<file path="src/rtl/mmio_periph.sv">
// Memory-mapped peripheral: free-running timer with compare/IRQ plus a 4-entry byte TX FIFO.
// Latency: register reads are combinational; writes show up on rd after the next rising edge.
// Backpressure: TX FIFO drains on tx_valid & tx_ready; a push into a full FIFO with no pop drops the byte and sets overflow.
// Optional feature macro: MMIO_PRESCALE_EN (adds CTRL[7:4] timer prescaler).
module mmio_periph (
    input  logic        clk,
    input  logic        reset,
    input  logic        sel,
    input  logic        we,
    input  logic [31:0] a,
    input  logic [31:0] wd,
    output logic [31:0] rd,
    output logic [7:0]  tx_data,
    output logic        tx_valid,
    input  logic        tx_ready,
    output logic        irq
);

    localparam logic [2:0] OFF_TIMER  = 3'd0;
    localparam logic [2:0] OFF_CMP    = 3'd1;
    localparam logic [2:0] OFF_STATUS = 3'd2;
    localparam logic [2:0] OFF_CTRL   = 3'd3;
    localparam logic [2:0] OFF_TXDATA = 3'd4;

    logic [31:0] timer;
    logic [31:0] cmp;
    logic        match;
    logic        overflow;
    logic        en;
    logic        irq_en;

    logic [7:0]  fifo_mem [4];
    logic [1:0]  wr_ptr;
    logic [1:0]  rd_ptr;
    logic [2:0]  count;

    logic [2:0]  off;
    logic        wr_timer, wr_cmp, wr_status, wr_ctrl, wr_tx;
    logic        full, empty, pop, push_ok, ovf_set, match_set, tick;
    logic        unused_addr_bits;

    assign off       = a[4:2];
    assign wr_timer  = sel & we & (off == OFF_TIMER);
    assign wr_cmp    = sel & we & (off == OFF_CMP);
    assign wr_status = sel & we & (off == OFF_STATUS);
    assign wr_ctrl   = sel & we & (off == OFF_CTRL);
    assign wr_tx     = sel & we & (off == OFF_TXDATA);

    // Only a[4:2] selects a register; the remaining address bits are ignored.
    assign unused_addr_bits = ^{a[31:5], a[1:0]};

    assign full      = (count == 3'd4);
    assign empty     = (count == 3'd0);
    assign pop       = tx_valid & tx_ready;
    // A push into a full FIFO still lands if the head leaves on the same edge.
    assign push_ok   = wr_tx & (~full | pop);
    assign ovf_set   = wr_tx & full & ~pop;
    assign match_set = en & (timer == cmp);

`ifdef MMIO_PRESCALE_EN
    logic [3:0] psc_p;
    logic [3:0] psc_cnt;

    assign tick = (psc_cnt == psc_p);

    // Prescale field and divider: the divider restarts on a timer load or while disabled.
    always_ff @(posedge clk or negedge reset) begin
        if (!reset) begin
            psc_p   <= 4'd0;
            psc_cnt <= 4'd0;
        end else begin
            if (wr_ctrl) psc_p <= wd[7:4];
            if (wr_timer || !en || tick) psc_cnt <= 4'd0;
            else                         psc_cnt <= psc_cnt + 4'd1;
        end
    end
`else
    assign tick = 1'b1;
`endif

    // Timer, compare and control registers; a timer write beats the increment.
    always_ff @(posedge clk or negedge reset) begin
        if (!reset) begin
            timer  <= 32'd0;
            cmp    <= 32'hFFFF_FFFF;
            en     <= 1'b0;
            irq_en <= 1'b0;
        end else begin
            if (wr_timer)         timer <= wd;
            else if (en && tick)  timer <= timer + 32'd1;
            if (wr_cmp)  cmp <= wd;
            if (wr_ctrl) {irq_en, en} <= wd[1:0];
        end
    end

    // Sticky status flags: a set event on the same edge wins over a W1C clear.
    always_ff @(posedge clk or negedge reset) begin
        if (!reset) begin
            match    <= 1'b0;
            overflow <= 1'b0;
        end else begin
            if (match_set)                  match <= 1'b1;
            else if (wr_status && wd[0])    match <= 1'b0;
            if (ovf_set)                    overflow <= 1'b1;
            else if (wr_status && wd[6])    overflow <= 1'b0;
        end
    end

    // TX FIFO storage and pointers; reset empties it without waiting for a clock.
    always_ff @(posedge clk or negedge reset) begin
        if (!reset) begin
            for (int i = 0; i < 4; i++) fifo_mem[i] <= 8'h00;
            wr_ptr <= 2'd0;
            rd_ptr <= 2'd0;
            count  <= 3'd0;
        end else begin
            if (push_ok) begin
                fifo_mem[wr_ptr] <= wd[7:0];
                wr_ptr           <= wr_ptr + 2'd1;
            end
            if (pop) rd_ptr <= rd_ptr + 2'd1;
            case ({push_ok, pop})
                2'b10:   count <= count + 3'd1;
                2'b01:   count <= count - 3'd1;
                default: count <= count;
            endcase
        end
    end

    assign tx_valid = ~empty;
    assign tx_data  = empty ? 8'h00 : fifo_mem[rd_ptr];
    assign irq      = match & irq_en;

    // Combinational read mux; the bus is driven to zero when not selected.
    always_comb begin
        rd = 32'd0;
        if (sel) begin
            case (off)
                OFF_TIMER:  rd = timer;
                OFF_CMP:    rd = cmp;
                OFF_STATUS: rd = {25'd0, overflow, count, empty, full, match};
`ifdef MMIO_PRESCALE_EN
                OFF_CTRL:   rd = {24'd0, psc_p, 2'b00, irq_en, en};
`else
                OFF_CTRL:   rd = {30'd0, irq_en, en};
`endif
                default:    rd = 32'd0;
            endcase
        end
    end

endmodule

</file>
<file path="config.mk">
export PLATFORM = sky130hd
export DESIGN_NAME = mmio_periph
export DESIGN_NICKNAME = d
export VERILOG_FILES = /design/src/rtl/mmio_periph.sv
export SDC_FILE = /design/constraint.sdc
export NUM_CORES = 1
export LEC_CHECK = 0
export BUFFER_PORTS_ARGS = -buffer_cell sky130_fd_sc_hd__buf_2
export CORE_UTILIZATION = 35
export CTS_CLUSTER_DIAMETER = 150
export CTS_CLUSTER_SIZE = 24
export DETAILED_ROUTE_END_ITERATION = 8
export PLACE_DENSITY = 0.55
export REMOVE_ABC_BUFFERS = 1
export SETUP_SLACK_MARGIN = 0.15
export SYNTH_ARGS = -nofsm -noshare
export SYNTH_HDL_FRONTEND = slang
export SYNTH_SLANG_ARGS = --single-unit
</file>
<file path="constraint.sdc">
create_clock -name clk -period 2.7 [get_ports clk]
set_input_delay 0.27 -clock clk [delete_from_list [all_inputs] [get_ports clk]]
set_output_delay 0.27 -clock clk [all_outputs]
set_load 0.05 [all_outputs]
</file>
* Word level (Yosys, flattened, before mapping)
Index checks and enable logic that the tools add are counted.
** Storage, ports and cells
- Bits in latches :: 0
- Bits in registers :: 107
- Output and inout port bits :: 42
- Bits of input ports :: 69
- Logic and storage cells :: 72
- Memories kept :: 0
- Memory bits (writable) :: 0
- ROM bits :: 0
** Cells by class
- Shift operators :: 0
- Bitwise gates (word level) :: 18
- Div/mod/pow operators :: 0
- Equal/unequal tests :: 8
- Order comparisons :: 3
- $mul :: 0
- Reductions and logical operators :: 9
- Add/subtract/negate cells :: 5
- Mux-type cells :: 16
** Operators with widths (count)
- case mux 32 bit (4 select lines) :: 1
- two-way mux 32 bit :: 3
- adder 32 x 1 -> 32 bit, second input constant :: 1
- bitwise mux 32 bit :: 1
- equality test 32 bit :: 1
- two-way mux 8 bit :: 4
- binary-select mux 8 bit (select 2 bit) :: 1
- demux 8 bit (select 2 bit) :: 1
- AND 1 bit :: 12
- nonzero test 2 bit :: 4
- equality test 3 x 2 -> 1 bit, second input constant :: 2
- equality test 3 bit, second input constant :: 2
- greater-or-equal comparator 3 bit, second input constant :: 2
- logical NOT 3 bit :: 2
- inverter 2 -> 3 bit :: 2
- case mux 3 bit (2 select lines) :: 1
- adder 2 x 1 -> 2 bit, second input constant :: 2
- two-way mux 1 bit :: 4
- adder 3 x 1 -> 3 bit, second input constant :: 1
- equality test 3 x 1 -> 1 bit, second input constant :: 1
- logical AND 1 bit :: 3
- less-than comparator 3 x 1 -> 1 bit, second input constant :: 1
- inverter 1 bit :: 3
- subtractor 3 x 1 -> 3 bit, second input constant :: 1
- other kinds (3) :: 3

* Longest topological paths before layout
- Word-level depth :: 7
- Mapped depth :: 8
- Mapped depth without buffers :: 8

* Worst setup path before layout
Ideal clock, no wire load.
- Path type :: in2out
- Start point :: input port a[2]
- End point :: output port rd[0]
- Required time :: 2.430 ns
- Buffers on the path :: 2
- Setup slack :: 0.215 ns
- Stages :: 4
- Arrival :: 2.215 ns
- Cell sequence :: buf_2 buf_1 a221oi_1 a211oi_1
** On the way
- Word-level cells in the longest chain between the ends :: 3
- Elaborated cells on any way between the ends :: 6
- Classes of those cells :: 3 x eq/ne; 2 x mux; 1 x reduce/logical
** RTL lines
- from (decl) :: line 10 : input logic [31:0] a,
- equality test 3 x 2 -> 1 bit (tied with other cells) :: line 138 : case (off)
- case mux 32 bit (4 select lines) (*) :: line 138
- two-way mux 32 bit (*) :: line 137 : if (sel) begin
- to (decl) :: line 12 : output logic [31:0] rd,
Every way passes the cells marked *; elsewhere a longest branch is shown, timed or not.

* Worst setup path in the final report
- Start point :: register rd_ptr[0]
- End point :: output port tx_data[2]
** On the way
- Word-level cells in the longest chain between the ends :: 5
** RTL lines
- from (decl) :: line 34 : logic [1:0] rd_ptr;
- from (signal assigned) :: line 121 : if (pop) rd_ptr <= rd_ptr + 2'd1;
- inverter 2 -> 3 bit (implied by the code) :: line 131 : assign tx_data = empty ? 8'h00 : fifo_mem[rd_ptr];
- binary-select mux 8 bit (select 2 bit) :: line 131
- two-way mux 8 bit (implied by the code) (2 in series) :: line 131
- two-way mux 8 bit :: line 131
- to (decl) :: line 13 : output logic [7:0] tx_data,
No other way between the ends. The select of a mux whose other input is x is not followed.

==> metrics <==
global-route wire length before repair 24.3 mm; DRC Markers 0; Starting Density 0.362; clock skew 10.3 ps; CTS buffer count 9; design area 6970 µm²; GR Util All Layers 0.176; ANT nets after route 0; Post-synth EDFFs 0; mapped cell area 6070 µm²; Die Height 134 µm; ys flop type dfrtp_1; Port Buf Inserts 81; maximum VDD drop 472 µV; Core ar. 16800 µm²; CP arrival 2090 ps; crit end category primary output; crit-path max FO 10; Synth cell types 52; P_leak 2.92 nW; Routed wire per std cell 17.4 µm; Crit Path Class reg2out; leading cell types in the layout, fill and taps excluded buf_2, dfrtp_1, nor2_1, nand2_1, mux2_1; fmax 424 MHz; vias in the first global route 4542; DIE WIDTH 134 µm; Pins Over Slew Limit 0; fin crit period 2360 ps; dominant cell type by area after synthesis dfrtp_1; max_cap viols 0; Post-Syn Instances 563; Max-Slew Margin vs Limit 0.544; initial antenna violation count 0; post-CTS setup buffer count 0; P per Cell Area 861 nW/µm²; commonest non-fill, non-tap cell in the layout buf_2; register area share after synthesis 0.448; layout cells sized above 1 0.294; Row Count 47; Synth top area share 0.309; CTS tree yes; CTS max path bufs 2; synth top area cells dfrtp_1, dfstp_2, mux2_1; clock slew at reported path FFs 80 ps; Ys Warns 0; HP Class in2reg; Async SR Flop Fraction 1.00; RD Place Congestion 0.771; clock root buffer clkbuf_16; vias per std cell 5.21; Routed WL 14.9 mm; worst path required time 2430 ps; Setup Viol. Count Final 0; RSZ-0062 raised after global routing no; post-route clock period utilization 0.873; run status finished, final reports clean; DIE AREA 17900 µm²; pin count of the biggest net entering global routing 49; Worst-Margin Slew 678 ps; worst-skew pair later-pin latency 360 ps; number of diodes 0; setup_tns 0 ps; nets 705; crit start category flop; area delta synth->final 14.8%; CTS H-tree depth 3; Placement Cell Area 6670 µm²; Mean Syn Cell Area 10.8 µm²; I/O pins 111; Final Hold Viols 0; via count 4456; total gr overflow 0; Seq cells post-synth 107; DRT iter0 DRCs 213; placed wire-length estimate 10.7 mm; number of clock sinks 107; router iterations before antenna repair 5
## routing by layer
metal  track usage  vias to the layer above  routed length [µm]
li1              -                     2119                   -
met1         0.230                     2206                6790
met2         0.288                      104                7180
met3        0.0339                       27                 542
met4        0.0694                        0                 354
met5             0                        -                   0
## final cells by class
| class | count | area [µm²] |
|---|---|---|
| Multi-Input combinational cell | 411 | 3120 |
| Tap cell | 220 | 275 |
| Sequential cell | 107 | 2720 |
| Clock inverter | 7 | 57.6 |
| Fill cell | 1653 | 9790 |
| Inverter | 7 | 26.3 |
| Timing Repair Buffer | 94 | 546 |
| Clock buffer | 9 | 225 |
## synth_stat cells (8+ instances only)
master	n
dfrtp_1	75
nor2_1	46
nand2_1	43
mux2_1	40
xor2_1	35
dfstp_2	32
xnor2_1	31
a22oi_1	26
mux2_2	26
o21ai_0	23
nand3_1	18
clkbuf_1	17
and2_1	16
nand4_1	14
buf_2	10
a21oi_1	9
mux4_2	8
o21ai_1	8
## through the flow
stage               hold slack, ps  std cells   util  power (mW)  setup WS (ps)
finish                         134        855  0.416        6.00            343
global route                   138        855  0.416        6.40            220
CTS                            122        855  0.416        6.08            299
detailed placement             337        838  0.398        4.77            518
global placement               324        838  0.398        4.69            573
floorplan                    -25.6        525      -        4.13           45.8
## state kept, by name, indices dropped and copies added, names as in the netlist
register,flops
timer,32
fifo_mem,32
wr_ptr,2
rd_ptr,2
count,3
overflow,1
en,1
match,1
irq_en,1
cmp,32
## kinds of logic (layout without fill, tap and decap cells)
group                      after synthesis  in the layout  synth area share
and+or+nand+nor                        178            178             0.157
DFF                                    107            107             0.448
muxes                                   81             81             0.164
AOI/OAI and AO/OA                       80             80            0.0841
xor gates and xnor gates                66             66            0.0953
buffers and inverters                   45            117            0.0386
adders and majority gates                6              6            0.0136
## path summary, 6_finish.rpt
| check | from | to | slack, ps | depth (start not counted) |
|---|---|---|---|---|
| worst max-delay path | rd_ptr[0] | tx_data[2] | 340 | 3 |
| worst min-delay path | wd[16] | timer[16] | 130 | 3 |
| worst max register to register | count[0] | count[1] | 470 | 8 |
| worst min register to register | fifo_mem[12] | fifo_mem[12] | 480 | 1 |
| max in group asynchronous | reset | cmp[4] | 1360 | 3 |
| min in group asynchronous | reset | timer[18] | 470 | 2 |
## timing repair
action | 4_1_cts | 5_1_grt
setup endpoints to repair | 0 | 0
resized for setup | 0 | 0
hold endpoints to repair | 34 | 0
hold buffers | 1 | 0
## critical path: stages, from the launching register on
cell     delay [ps]
dfrtp_1         750
mux4_2          590
and2_1          180
buf_2           210
## power breakdown
part	switching [mW]	internal, mW
combinational	1.05	0.896
clock	0.631	0.639
sequential	0.606	2.18
No activity file was read; power rests on OpenSTA's default activity.
